### config.mk
export PLATFORM = sky130hd
export DESIGN_NAME = target_tracker
export DESIGN_NICKNAME = d
export VERILOG_FILES = /design/src/rtl/tracker_pkg.sv /design/src/rtl/run_filter.sv /design/src/rtl/target_tracker.sv
export SDC_FILE = /design/constraint.sdc
export NUM_CORES = 1
export LEC_CHECK = 0
export CAP_MARGIN = 20
export CORE_MARGIN = 2
export CORE_UTILIZATION = 50
export DETAILED_ROUTE_END_ITERATION = 16
export GPL_TIMING_DRIVEN = 0
export PLACE_DENSITY = 0.72
export SYNTH_ARGS = -nofsm -noshare
export SYNTH_HDL_FRONTEND = slang
export SYNTH_SLANG_ARGS = --single-unit
### constraint.sdc
create_clock -name clk -period 6.4 [get_ports clk]
set_input_delay 1.28 -clock clk [delete_from_list [all_inputs] [get_ports clk]]
set_output_delay 1.28 -clock clk [all_outputs]
set_load 0.005 [all_outputs]
### src/rtl/tracker_pkg.sv
// Shared types and defaults for the paddle bounding-box tracker.
package tracker_pkg;

    localparam int DEF_H_ACTIVE = 640;
    localparam int DEF_V_ACTIVE = 480;
    localparam int COORD_W      = 10;

    typedef logic [COORD_W-1:0] coord_t;

    typedef enum logic [1:0] {
        IDLE,
        ACCUM,
        COMMIT
    } tracker_state_t;

endpackage

### src/rtl/run_filter.sv
// Horizontal run-length qualifier: flags the pixel where a target run reaches
// RUN_MIN and every later pixel of that same run.
module run_filter
    import tracker_pkg::*;
#(
    parameter int RUN_MIN = 4
) (
    input  logic   clk,
    input  logic   reset,
    input  logic   enable,
    input  logic   de,
    input  coord_t x,
    input  logic   is_target,
    output logic   qualify_first,
    output logic   qualify_cont
);

    localparam int RUN_W = $clog2(RUN_MIN + 1);

    logic [RUN_W-1:0] run_len;
    logic [RUN_W-1:0] run_base;
    logic [RUN_W-1:0] run_next;
    logic             hit;

    always_comb begin
        hit      = de && is_target;
        // Column 0 starts a fresh row, so the previous row's run never carries over.
        run_base = (x == '0) ? '0 : run_len;
        run_next = '0;
        if (hit) begin
            run_next = (run_base == RUN_W'(RUN_MIN)) ? run_base : run_base + 1'b1;
        end
        qualify_first = enable && hit && (run_base == RUN_W'(RUN_MIN - 1));
        qualify_cont  = enable && hit && (run_base == RUN_W'(RUN_MIN));
    end

    always_ff @(posedge clk or negedge reset) begin
        if (!reset) begin
            run_len <= '0;
        end else if (enable) begin
            run_len <= run_next;
        end
    end

endmodule

### src/rtl/target_tracker.sv
// Per-frame bounding-box tracker: run-filtered target pixels are accumulated into
// a box and count, then published once per frame with the box centre.
module target_tracker
    import tracker_pkg::*;
#(
    parameter int H_ACTIVE   = DEF_H_ACTIVE,
    parameter int V_ACTIVE   = DEF_V_ACTIVE,
    parameter int RUN_MIN    = 4,
    parameter int MIN_PIXELS = 64,
    parameter int CNT_W      = 17
) (
    input  logic             clk,
    input  logic             reset,
    input  logic             pix_en,
    input  logic             DE,
    input  logic [9:0]       x_pixel,
    input  logic [9:0]       y_pixel,
    input  logic             is_target_color,
    output logic             obj_valid,
    output logic             lost,
    output logic             frame_done,
    output logic [9:0]       obj_x_min,
    output logic [9:0]       obj_x_max,
    output logic [9:0]       obj_y_min,
    output logic [9:0]       obj_y_max,
    output logic [9:0]       obj_cx,
    output logic [9:0]       obj_cy,
    output logic [CNT_W-1:0] pix_count
);

    function automatic logic [CNT_W-1:0] sat_add(input logic [CNT_W-1:0] a,
                                                 input logic [CNT_W-1:0] b);
        logic [CNT_W:0] s;
        s = {1'b0, a} + {1'b0, b};
        return s[CNT_W] ? '1 : s[CNT_W-1:0];
    endfunction

    function automatic coord_t centre(input coord_t lo, input coord_t hi);
        logic [COORD_W:0] s;
        s = {1'b0, lo} + {1'b0, hi};
        return s[COORD_W:1];
    endfunction

    tracker_state_t   state;
    coord_t           acc_x_min, acc_x_max, acc_y_min, acc_y_max;
    logic [CNT_W-1:0] acc_count;
    logic             frame_start, frame_end, filt_en, acc_clear;
    logic             q_first, q_cont;
    coord_t           first_x;

    assign frame_start = pix_en && DE && (x_pixel == '0) && (y_pixel == '0);
    assign frame_end   = pix_en && DE && (x_pixel == coord_t'(H_ACTIVE - 1))
                                      && (y_pixel == coord_t'(V_ACTIVE - 1));
    assign filt_en     = pix_en && ((state == ACCUM) || ((state == IDLE) && frame_start));
    assign acc_clear   = (state == COMMIT) || frame_start;
    assign first_x     = x_pixel - coord_t'(RUN_MIN - 1);

    run_filter #(
        .RUN_MIN (RUN_MIN)
    ) u_run_filter (
        .clk           (clk),
        .reset         (reset),
        .enable        (filt_en),
        .de            (DE),
        .x             (x_pixel),
        .is_target     (is_target_color),
        .qualify_first (q_first),
        .qualify_cont  (q_cont)
    );

    always_ff @(posedge clk or negedge reset) begin
        if (!reset) begin
            acc_x_min <= '1;
            acc_x_max <= '0;
            acc_y_min <= '1;
            acc_y_max <= '0;
            acc_count <= '0;
        end else if (acc_clear) begin
            acc_x_min <= '1;
            acc_x_max <= '0;
            acc_y_min <= '1;
            acc_y_max <= '0;
            acc_count <= '0;
        end else if (q_first) begin
            // The whole run qualifies at once, so its left edge is RUN_MIN-1 back.
            acc_count <= sat_add(acc_count, CNT_W'(RUN_MIN));
            acc_x_min <= (first_x < acc_x_min) ? first_x : acc_x_min;
            acc_x_max <= (x_pixel > acc_x_max) ? x_pixel : acc_x_max;
            acc_y_min <= (y_pixel < acc_y_min) ? y_pixel : acc_y_min;
            acc_y_max <= (y_pixel > acc_y_max) ? y_pixel : acc_y_max;
        end else if (q_cont) begin
            acc_count <= sat_add(acc_count, CNT_W'(1));
            acc_x_max <= (x_pixel > acc_x_max) ? x_pixel : acc_x_max;
        end
    end

    always_ff @(posedge clk or negedge reset) begin
        if (!reset) begin
            state      <= IDLE;
            obj_valid  <= 1'b0;
            lost       <= 1'b0;
            frame_done <= 1'b0;
            obj_x_min  <= '0;
            obj_x_max  <= '0;
            obj_y_min  <= '0;
            obj_y_max  <= '0;
            obj_cx     <= '0;
            obj_cy     <= '0;
            pix_count  <= '0;
        end else begin
            frame_done <= 1'b0;
            case (state)
                IDLE: begin
                    if (frame_start) begin
                        state <= ACCUM;
                    end
                end
                ACCUM: begin
                    if (frame_end && !frame_start) begin
                        state <= COMMIT;
                    end
                end
                COMMIT: begin
                    frame_done <= 1'b1;
                    state      <= ACCUM;
                    if (acc_count >= CNT_W'(MIN_PIXELS)) begin
                        obj_valid <= 1'b1;
                        lost      <= 1'b0;
                        obj_x_min <= acc_x_min;
                        obj_x_max <= acc_x_max;
                        obj_y_min <= acc_y_min;
                        obj_y_max <= acc_y_max;
                        obj_cx    <= centre(acc_x_min, acc_x_max);
                        obj_cy    <= centre(acc_y_min, acc_y_max);
                        pix_count <= acc_count;
                    end else begin
                        obj_valid <= 1'b0;
                        lost      <= 1'b1;
                    end
                end
                default: state <= IDLE;
            endcase
        end
    end

endmodule

# Word-level counts from Yosys, hierarchy flattened
# Index checks and enable logic that the tools add are counted.
[totals]
out_inout_bits = 80
elab_cells = 91
reg_bits = 142
in_bits = 25
[classes]
n_addsub = 6
order_cmp = 5
n_eq_ne = 8
n_mux = 27
reduce_logical = 28
[ops]
columns = ["cell", "n"]
rows = [
  ["$mux 10", 13],
  ["$mux 17", 5],
  ["$add 10x10->11", 2],
  ["$gt 10x10->1", 2],
  ["$logic_not 10->1", 2],
  ["$lt 10x10->1", 2],
  ["$add 17x1->18 const B", 1],
  ["$add 17x3->18 const B", 1],
  ["$ge 17x7->1 const B", 1],
  ["$logic_and 1x1->1", 12],
  ["$eq 10x10->1 const B", 1],
  ["$eq 10x9->1 const B", 1],
  ["$reduce_and 2->1", 5],
  ["$sub 10x2->10 const B", 1],
  ["$mux 3", 3],
  ["$reduce_bool 2->1", 4],
  ["$pmux 2 s3", 1],
  ["$mux 2", 2],
  ["$add 3x1->3 const B", 1],
  ["$eq 3x2->1 const B", 1],
  ["$eq 3x3->1 const B", 1],
  ["$mux 1", 3],
  ["$reduce_bool 3->1", 1],
  ["$eq 2x1->1 const B", 1],
  ["6 further kinds", 7],
]

# Logic depth before layout (Yosys ltp)
[logic_depth]
ltp_word = 11
depth_mapped = 14
mapped_depth_nobuf = 13

# By module
# From an unflattened synthesis, not the netlist that was laid out.
[hier_totals]
hier_cells = 862
hier_area_um2 = 7991.4
[by_module_without_submodules]
columns = ["mod", "area_each_um2", "cells_each", "seq_area_each_um2", "n_inst"]
rows = [
  ["target_tracker", 7709.9, 832, 3503.4, 1],
  ["run_filter", 281.5, 30, 75.1, 1],
]

# Worst setup path before layout
# OpenSTA, ideal clock, no wires.
[synth_path]
kind = "input port to flip-flop"
from = "in x_pixel[0]"
to = "reg acc_x_max[0]"
arrival_ns = 4.174
t_required_ns = 6.331
stages = 14
path_buffers = 1
setup_ns = 0.069
slack_ns = 2.157
cell_sequence = "inv_1 -> ha_1 -> or4b_2 -> or3_1 -> and2_1 -> inv_1 -> ha_1 -> and2_1 -> o31a_1 -> o211a_1 -> buf_2 -> nand2b_1 -> nor2_1 -> a32o_1"
[synth_via]
elab_chain_cells = 10
elab_cells_between_ends = 19
cone_classes = "order compare (1); eq/ne (2); mux (5); reduce/logical (11)"
[synth_rtl]
columns = ["item", "line_no", "source"]
rows = [
  ["start, declared", "target_tracker.sv:16", "input logic [9:0] x_pixel,"],
  ["parallel branches: the longest is 10 deep, another holds $gt 10x10->1", "-", ""],
  ["end signal, assigned", "target_tracker.sv:88", "acc_x_max <= (x_pixel > acc_x_max) ? x_pixel : acc_x_max;"],
  ["end signal, assigned", "target_tracker.sv:93", "acc_x_max <= (x_pixel > acc_x_max) ? x_pixel : acc_x_max;"],
  ["end, declared", "target_tracker.sv:45", "coord_t acc_x_min, acc_x_max, acc_y_min, acc_y_max;"],
]
# Several ways; the timed one is not identified. The select of a mux whose other input is x is not followed.
# A chain may end at the register's enable or synchronous reset.

# Worst setup path after layout
[layout_path]
from = "in x_pixel[0]"
to = "reg acc_x_max[3]"
[layout_via]
elab_chain_cells = 10
elab_cells_between_ends = 19
cone_classes = "order compare (1); eq/ne (2); mux (5); reduce/logical (11)"
[layout_rtl]
columns = ["item"]
rows = [
  ["parallel branches: the longest is 10 deep, another holds $gt 10x10->1"],
]
# Several ways; the timed one is not identified. The select of a mux whose other input is x is not followed.

==> metrics.txt <==
CP delay by family, top simple AND/OR/NAND/NOR gates; Final Skew 0.00863 ns; Clock transition at path regs about 0.050 ns; H-Tree Depth 4; final worst setup slack 1.24 ns; Syn-to-layout area delta 23.7%; # resized after CTS 0; RSZ-0062 raised after global routing no; die span in x between 100 and 150 um; synth top area cells dfrtp_1, ha_1, o21ai_0; Async S/R FF share, synth 100%; Cell Pwr Density 216 mW/mm^2; Crit Path Class input port to register; Peak VDD IR 0.198 mV; Clock Power Share ~46%; status completed; worst-path cell chain clkdlybuf4s50_1 -> inv_1 -> ha_1 -> or4b_2 -> or3_1 -> and2_1 -> inv_1 -> ha_1 -> and2_1 -> o31a_1 -> o211a_1 -> buf_2 -> nand2b_1 -> nor2_1 -> a32o_1; DRT Pass-1 Iters 5; first-pass GRT wire length 37800 um; Net Sw Frac 24.9%; vias in the first global route 7169; Critical Path Start Type input port; 1st-iter DRT viols 612; CTS tree yes; crit end category register; synthesis-stage register bit count 142; total length of routed wires about 23000 um; Reg power frac 43.0%; Logic pwr share 10.6%; Slew headroom 45.9%; Slowest-stage cell, CP or4b_2; height of the chip 133 um; largest net degree at the start of global routing 75; layout cells sized above 1 7.30%; Final ANT Viol Nets 0; Req. time, crit path ~6.8 ns; DP Wirelength 17000 um; Seq/Total Area, Yosys 43.1%; clock tree root buffer cell clkbuf_16; Worst Path Arrival 5.52 ns; initial antenna violation count 0; final hold violation count 0; Clock Sinks 142; dpl ws 0.994 ns; total global-route track usage 27.2%; area share of the largest cell type after synthesis 36.8%; CTS Buf Count 17; initial core utilization 50.6%; hold_buf cts 0; max_cap viols 0; Final min period 5.16 ns; area of the die 0.0176 mm^2; Longest Clk Path Bufs 2; total grt overflow 0; final period utilization 80.7%; FP Rows 47; Ys Warns 0; total number of vias 7507; cell taking the most area after synthesis dfrtp_1; Mapped Cells 930; I/O pin count around 110; P_leak 4.39 nW; EDFF count, synth 0; CP max stage delay 0.66 ns; antenna diode count 0; drt drc 0; WL/cell 18.1 um; largest fanout on the critical path 10; fin. max-slew vios 0; slew of the pin with the lowest slew margin 0.807 ns; final setup TNS 0 ns; Post-Syn Area 0.00830 mm^2; Netlist cell types 62; top_reg_cell synth dfrtp_1; clk_lat worst skew between 0.4 and 0.5 ns; Syn Nets between 1000 and 1500; gpl congestion 0.922; number of I/O port buffers about 100; Worst Hold Class register to register; cell-internal power 0.00166 W; # nets final 1147; FMAX 194 MHz; Syn Area/Cell 8.92 um^2; CP bufs+invs 4; via/cell ratio 5.83; Min Hold Slack 0.474 ns; Core ar. between 0.015 and 0.02 mm^2; Psw 0.000550 W; final setup fails 0; Post-CTS Setup Inserts 0
==> worst register-to-register path, stage by stage, from the launching register on <==
cell	delay [ns]
dfrtp_1	0.34
inv_1	0.05
nor2_1	0.14
ha_1	0.18
ha_1	0.23
nand2_1	0.22
nor3_1	0.35
clkbuf_1	0.45
nand3_1	0.19
a31o_2	0.29
a32o_1	0.20
==> final cells by class <==
type                    count  area, um^2
clock inverters             4        75.1
well taps                 220         275
multi-input cells         686        4310
clock buffers              28         537
flip-flops and latches    142        3580
inverters                  54         203
repair buffers            106        1080
fillers                  1428        6150
plain buffers              48         206
==> cell usage after synthesis (all sizes together) (3+ instances only) <==
cell and number:
a211oi 7, o32ai 4, a21o 11, or3 11
o41ai 4, xnor2 10, ha 65, nor3 20
a2111oi 3, o21ai 124, o211ai 11, nor2b 4
nand2 142, or4 7, xor2 20, or2 3
a32o 16, buf 12, dfrtp 122, and3 3
nor2 34, and4 5, nand3 59, a21oi 45
nand2b 9, nand4 17, nor4 10, clkbuf 36
dfstp 20, and2 5, inv 53, a31oi 8
a31o 6
==> through the flow <==
stage	util, %	power [W]	instance area (um^2)	cells
3_3_place_gp	58.6	0.00119	9610	1254
5_1_grt	62.5	0.00229	10300	1288
3_5_place_dp	58.8	0.00119	9650	1256
6_report	62.5	0.00221	10300	1288
2_1_floorplan	-	0.00110	8300	930
4_1_cts	62.5	0.00222	10300	1288
==> layer usage <==
| layer | vias up | part of all wire [%] | track usage [%] |
|---|---|---|---|
| li1 | 3598 | - | - |
| met5 | - | 0 | 0 |
| met1 | 3577 | 45 | 37.1 |
| met4 | 0 | 3.4 | 12.0 |
| met2 | 264 | 46 | 42.5 |
| met3 | 68 | 5.7 | 5.02 |
==> power groups by stage <==
| stage | logic (W) | clock network, W | registers [W] |
|---|---|---|---|
| after floorplan | 0.000141 | 0 | 0.000956 |
| after global placement | 0.000222 | 0 | 0.000966 |
| after detailed placement | 0.000229 | 0 | 0.000965 |
| after CTS | 0.000233 | 0.00103 | 0.000950 |
| after global routing | 0.000264 | 0.00107 | 0.000953 |
| final | 0.000235 | 0.00103 | 0.000951 |
==> kinds of logic after synthesis <==
family                     Yosys count  share of synthesized area (%)
AOI/OAI and AO/OA                  255                           19.0
xor gates and xnor gates            30                           3.17
adders and majority gates           67                           10.3
buffers and inverters              102                           4.93
DFF                                142                           43.1
and+or+nand+nor                    334                           19.4
==> placed cells by master, fill, tap and decap left out, drive strengths merged, types with 5 or more instances in the layout <==
cell	Yosys	routed
a21o	11	11
and4	5	5
dfstp	20	20
inv	53	53
clkbuf	36	64
nor3	20	20
nor2	34	34
buf	12	15
dfrtp	122	122
nor4	10	10
clkdlybuf4s50	0	103
a21oi	45	45
or3	11	11
o21ai	124	124
ha	65	65
o211ai	11	11
and2	5	5
nand3	59	59
or4	7	7
xnor2	10	10
a32o	16	16
nand2b	9	9
nand2	142	142
a31o	6	6
a211oi	7	7
a31oi	8	8
nand4	17	17
xor2	20	20
==> path summary, 6_finish.rpt <==
kind / start / endpoint / slack [ns] / cells after the start
max: x_pixel[0] / acc_x_max[3] / 1.24 / 15
min: obj_y_min[5] / obj_y_min[5] / 0.47 / 2
max reg2reg: u_run_filter.run_len[0] / acc_count[13] / 3.64 / 10
min reg2reg: obj_y_min[5] / obj_y_min[5] / 0.47 / 2
max in group asynchronous: reset / acc_x_min[4] / 4.74 / 2
min in group asynchronous: reset / pix_count[1] / 0.83 / 1
==> flip-flops by register name, summed over array words and instances (netlist names) <==
signal and count:
acc_count 17, acc_x_max 10, acc_x_min 10, acc_y_max 10, acc_y_min 10, frame_done 1, lost 1, obj_cx 10
obj_cy 10, obj_valid 1, obj_x_max 10, obj_x_min 10, obj_y_max 10, obj_y_min 10, pix_count 17, state 2
u_run_filter.run_len 3
Note: power is estimated with default switching activity, not from simulation.
